## config.mk

```make
export PLATFORM = sky130hd
export DESIGN_NAME = route_compute_unit
export DESIGN_NICKNAME = d
export VERILOG_FILES = /design/src/rtl/route_compute_unit.sv
export SDC_FILE = /design/constraint.sdc
export NUM_CORES = 1
export LEC_CHECK = 0
export CAP_MARGIN = 20
export CORE_MARGIN = 4
export CORE_UTILIZATION = 31
export CTS_BUF_LIST = sky130_fd_sc_hd__clkbuf_2 sky130_fd_sc_hd__clkbuf_4 sky130_fd_sc_hd__clkbuf_8
export CTS_CLUSTER_DIAMETER = 200
export DETAILED_ROUTE_END_ITERATION = 7
export GPL_TIMING_DRIVEN = 0
export PLACE_DENSITY = 0.87
export SETUP_SLACK_MARGIN = 0.5
export SKIP_LAST_GASP = 1
export SLEW_MARGIN = 20
export SYNTH_ARGS = -nofsm -noshare
export SYNTH_HDL_FRONTEND = slang
export SYNTH_SLANG_ARGS = --single-unit
```

## constraint.sdc

```tcl
create_clock -name clk -period 4.1 [get_ports clk]
set_clock_uncertainty 0.05 [all_clocks]
set_input_delay 0.82 -clock clk [delete_from_list [all_inputs] [get_ports clk]]
set_output_delay 0.82 -clock clk [all_outputs]
set_load 0.03 [all_outputs]
```

## src/rtl/route_compute_unit.sv

```systemverilog
// Per-input-port route computation: XY-routes the head flit, requests the output
// port from the switch allocator, then streams the packet to the crossbar until its tail.
module route_compute_unit #(
  parameter int FLIT_SIZE = 16,
  parameter int COORD_W   = 2,
  parameter int CUR_X     = 0,
  parameter int CUR_Y     = 0
) (
  input  logic                 clk,
  input  logic                 rst,
  input  logic [FLIT_SIZE-1:0] data_i,
  input  logic                 empty_i,
  output logic                 read_o,
  output logic [4:0]           req_o,
  input  logic                 grant_i,
  input  logic                 out_ready_i,
  output logic [FLIT_SIZE-1:0] flit_o,
  output logic                 valid_o,
  output logic                 err_o
);

  typedef enum logic [1:0] {IDLE, REQ, FWD} state_t;

  // Port one-hot order is {LOCAL,WEST,SOUTH,EAST,NORTH}
  localparam logic [4:0] P_NORTH = 5'b00001;
  localparam logic [4:0] P_EAST  = 5'b00010;
  localparam logic [4:0] P_SOUTH = 5'b00100;
  localparam logic [4:0] P_WEST  = 5'b01000;
  localparam logic [4:0] P_LOCAL = 5'b10000;

  localparam logic [COORD_W-1:0] CX = COORD_W'(CUR_X);
  localparam logic [COORD_W-1:0] CY = COORD_W'(CUR_Y);

  state_t               state_q, state_d;
  logic [4:0]           route_q, route_d;
  logic                 err_q, err_d;

  logic [1:0]           flit_type;
  logic                 is_head, is_tail;
  logic [COORD_W-1:0]   dest_x, dest_y;
  logic [4:0]           route_calc;
  logic                 xfer, drop;

  // Type bit 0 marks a head (HEAD/HEAD_TAIL), bit 1 marks a tail (TAIL/HEAD_TAIL)
  assign flit_type = data_i[FLIT_SIZE-1 -: 2];
  assign is_head   = flit_type[0];
  assign is_tail   = flit_type[1];
  assign dest_x    = data_i[FLIT_SIZE-3 -: COORD_W];
  assign dest_y    = data_i[FLIT_SIZE-3-COORD_W -: COORD_W];

  always_comb begin
    if (dest_x > CX)      route_calc = P_EAST;
    else if (dest_x < CX) route_calc = P_WEST;
    else if (dest_y > CY) route_calc = P_NORTH;
    else if (dest_y < CY) route_calc = P_SOUTH;
    else                  route_calc = P_LOCAL;
  end

  always_ff @(posedge clk or negedge rst) begin
    if (!rst) begin
      state_q <= IDLE;
      route_q <= '0;
      err_q   <= 1'b0;
    end else begin
      state_q <= state_d;
      route_q <= route_d;
      err_q   <= err_d;
    end
  end

  always_comb begin
    state_d = state_q;
    route_d = route_q;
    err_d   = 1'b0;
    case (state_q)
      IDLE: begin
        if (!empty_i) begin
          if (is_head) begin
            route_d = route_calc;
            state_d = REQ;
          end else begin
            err_d = 1'b1;
          end
        end
      end
      REQ:     if (grant_i) state_d = FWD;
      // A stray head inside a packet is forwarded; only a tail closes the packet
      FWD:     if (xfer && is_tail) state_d = IDLE;
      default: state_d = IDLE;
    endcase
  end

  // Outputs are gated by reset so they fall the instant reset asserts
  always_comb begin
    xfer    = rst && (state_q == FWD) && grant_i && out_ready_i && !empty_i;
    drop    = rst && (state_q == IDLE) && !empty_i && !is_head;
    req_o   = (state_q == IDLE) ? 5'b0 : route_q;
    read_o  = xfer || drop;
    valid_o = xfer;
    flit_o  = xfer ? data_i : '0;
    err_o   = err_q;
  end

endmodule

```

==> metrics.csv <==
stage;metric;value;unit
layout;fin_nets;122;
worst_setup_path;cp-end-kind;output port;
floorplan;die_area;0.00203;mm^2
synthesis;yosysUniqueCellTypes;19;
cts;clock_path_buffers;2;
sta;report.final.slew_viol_count;0;
floorplan;initial_core_util;0.328;
layout;layout.area.seq;150;um^2
cts;clock_latency;240;ps
synthesis;synthesis.instances;52;
worst_setup_path;critPathMaxFanout;8;
global_route;grt_overflow;0;
placed_design;gp_congestion;0.612;
placed_design;placed_cell_area;870;um^2
floorplan;fp.dieW;45.1;um
layout;synthToLayoutAreaGrowth;109;%
job;max_cap_violations;0;
drt;ant_nets;0;
power;switching_power;100;uW
sta;fmax;295;MHz
global_route;grt_max_degree;11;
cts;tritoncts;done;
layout;fin_cells;114;
sta;hold_ws;403;ps
layout;utilization;0.684;
synthesis;syn-cell-area;427;um^2
sta;period_share;0.826;
layout;diodes;0;
power;powerDensity;309;mW/mm^2
cts;ctsHoldBuffers;0;
floorplan;core;0.00130;mm^2
drt;wl_per_cell;11.3;um
sta;setup_viol;0;
floorplan;die_h;45.1;um
power;leakage;0.494;nW
worst_setup_path;critPathLaunchType;input port;
cts;numCtsBuffers;3;
layout;final_area;890;um^2
power;p_seq_frac;0.348;
cts;clkTransAtPathRegs;40;ps
power;pwr-share-comb;0.460;
power;ir_drop;128;uV
worst_setup_path;cp.required;3230;ps
layout;multi_input_area;248;um^2
drt;drt_pre_antenna_iters;2;
synthesis;synth-seq-cells;6;
sta;hold_viol;0;
global_route;grt_pass1_wl;2010;um
drt;vias_per_cell;4.66;
global_route;grt_pass1_vias;545;
sta;rsz0062_at_grt;false;
power;p_int;175;uW
synthesis;syn_area_per_cell;8.20;um^2
synthesis;seq_area_frac_synth;0.352;
placed_design;dp_hpwl;1150;um
placed_design;place.port_buffers;42;
power;switching_share;0.364;
floorplan;row_count;13;
drt;drc;0;
layout;drive_gt1_frac;0.0909;
worst_setup_path;crit_arrival;2520;ps
drt;drtIter0Drc;3;
layout;fillers;126;
sta;finalCriticalPeriod;3390;ps
power;pwr-share-clk;0.192;
hold_path;hold_class;input port to asynchronous set/reset pin;
drt;drt-total-wl;1290;um
drt;vias;531;
worst_setup_path;r2r_slack;2670;ps
status;outcome;completed;
placed_design;place_inst;110;
cts;cts_root_buf;clkbuf_4;
floorplan;io_pins;45;
worst_setup_path;critPathKind;input port to output port;
sta;tns;0;ps
cts;cts_num_sinks;6;
global_route;antenna_found_initial;0;
cts;h-tree-depth;1;
synthesis;yosysWarnings;0;
global_route;track_usage;0.143;
-- cells in the final DEF (no fill, tap or decap) --
master / Yosys / layout
clkbuf_4: 0 / 3
o22ai_1: 1 / 1
and2_1: 16 / 16
buf_4: 2 / 3
a21o_1: 1 / 1
o21ai_1: 3 / 3
nand2_1: 4 / 4
nor4_1: 1 / 1
nand4b_1: 1 / 1
or4b_1: 1 / 1
o21ai_0: 3 / 3
clkdlybuf4s50_1: 0 / 23
conb_1: 1 / 2
nor3b_4: 0 / 1
buf_6: 1 / 1
dlygate4sd2_1: 0 / 17
buf_2: 1 / 1
or2b_1: 1 / 1
dlymetal6s2s_1: 0 / 2
nor2b_1: 3 / 3
dfrtp_1: 6 / 6
inv_1: 2 / 2
nor2_1: 3 / 3
-- state kept, by name, indices dropped and copies added (netlist names) --
| name | flops |
|---|---|
| err_o | 1 |
| state_q | 2 |
| route_q | 3 |
-- synth_stat cells --
cell,count,area [um^2]
or4b_1,1,10.0
nand4b_1,1,8.76
o22ai_1,1,6.26
dfrtp_1,6,150
a21o_1,1,7.51
buf_6,1,11.3
conb_1,1,3.75
nand2_1,4,15.0
nor3b_2,1,12.5
buf_2,1,5.00
o21ai_1,3,15.0
o21ai_0,3,15.0
and2_1,16,100
or2b_1,1,7.51
buf_4,2,15.0
nor4_1,1,6.26
nor2b_1,3,18.8
nor2_1,3,11.3
inv_1,2,7.51
-- worst max-delay path: stages --
cell	delay (ps)
clkdlybuf4s50_1	440
nand4b_1	270
nor3b_4	270
buf_4	180
and2_1	130
dlygate4sd2_1	400
-- layout make-up --
cell class                      count  share of cell area
Multi-Input combinational cell     41               0.278
Tap cell                           15              0.0211
Sequential cell                     6               0.169
Timing Repair Buffer               43               0.463
Inverter                            2             0.00844
Buffer                              4              0.0352
Clock buffer                        3              0.0253
-- kinds of logic after synthesis --
family                 after synthesis  synth area share
AO/OA/AOI/OAI                        8             0.103
flip-flops                           6             0.352
AND/OR/NAND/NOR                     31             0.446
buffers and inverters                6            0.0909
other                                1           0.00879
-- worst paths after layout --
path,depth (start not counted),from,endpoint
worst min-delay path,1,rst,route_q[0]$_DFFE_PN0P_
min in group clk,2,route_q[0]$_DFFE_PN0P_,route_q[0]$_DFFE_PN0P_
worst max register to register,4,state_q[0]$_DFFE_PN0P_,route_q[1]$_DFFE_PN0P_
worst max-delay path,6,empty_i,flit_o[3]
max in group asynchronous,1,rst,state_q[1]$_DFFE_PN0P_
worst min register to register,2,route_q[0]$_DFFE_PN0P_,route_q[0]$_DFFE_PN0P_
-- per-stage QoR --
step / power, mW / setup slack (ps)
floorplan: 0.165 / 1370
global placement: 0.220 / 123
detailed placement: 0.225 / 82.2
CTS: 0.279 / 307
global route: 0.298 / 610
finish: 0.275 / 715
-- repair_timing --
item / in CTS / in global routing
resized for setup: 18 / 2
pin swaps: 1 / 0
setup endpoints to repair: 18 / 17
setup buffers: 1 / 0
-- power by group through the flow --
stage | clock (mW) | sequential [mW] | combinational (mW)
finish | 0.0528 | 0.0959 | 0.127
CTS | 0.0540 | 0.0960 | 0.129
global route | 0.0589 | 0.100 | 0.139
detailed placement | 0 | 0.0956 | 0.129
floorplan | 0 | 0.0940 | 0.0713
global placement | 0 | 0.0934 | 0.126
-- layer usage --
metal | vias up | part of all wire | global-route usage
met5 | - | 0 | 0
met4 | 0 | 0.025 | 0.105
met1 | 227 | 0.30 | 0.111
met2 | 39 | 0.45 | 0.226
met3 | 4 | 0.22 | 0.124
li1 | 261 | - | -
(Power assumes the default switching activity.)
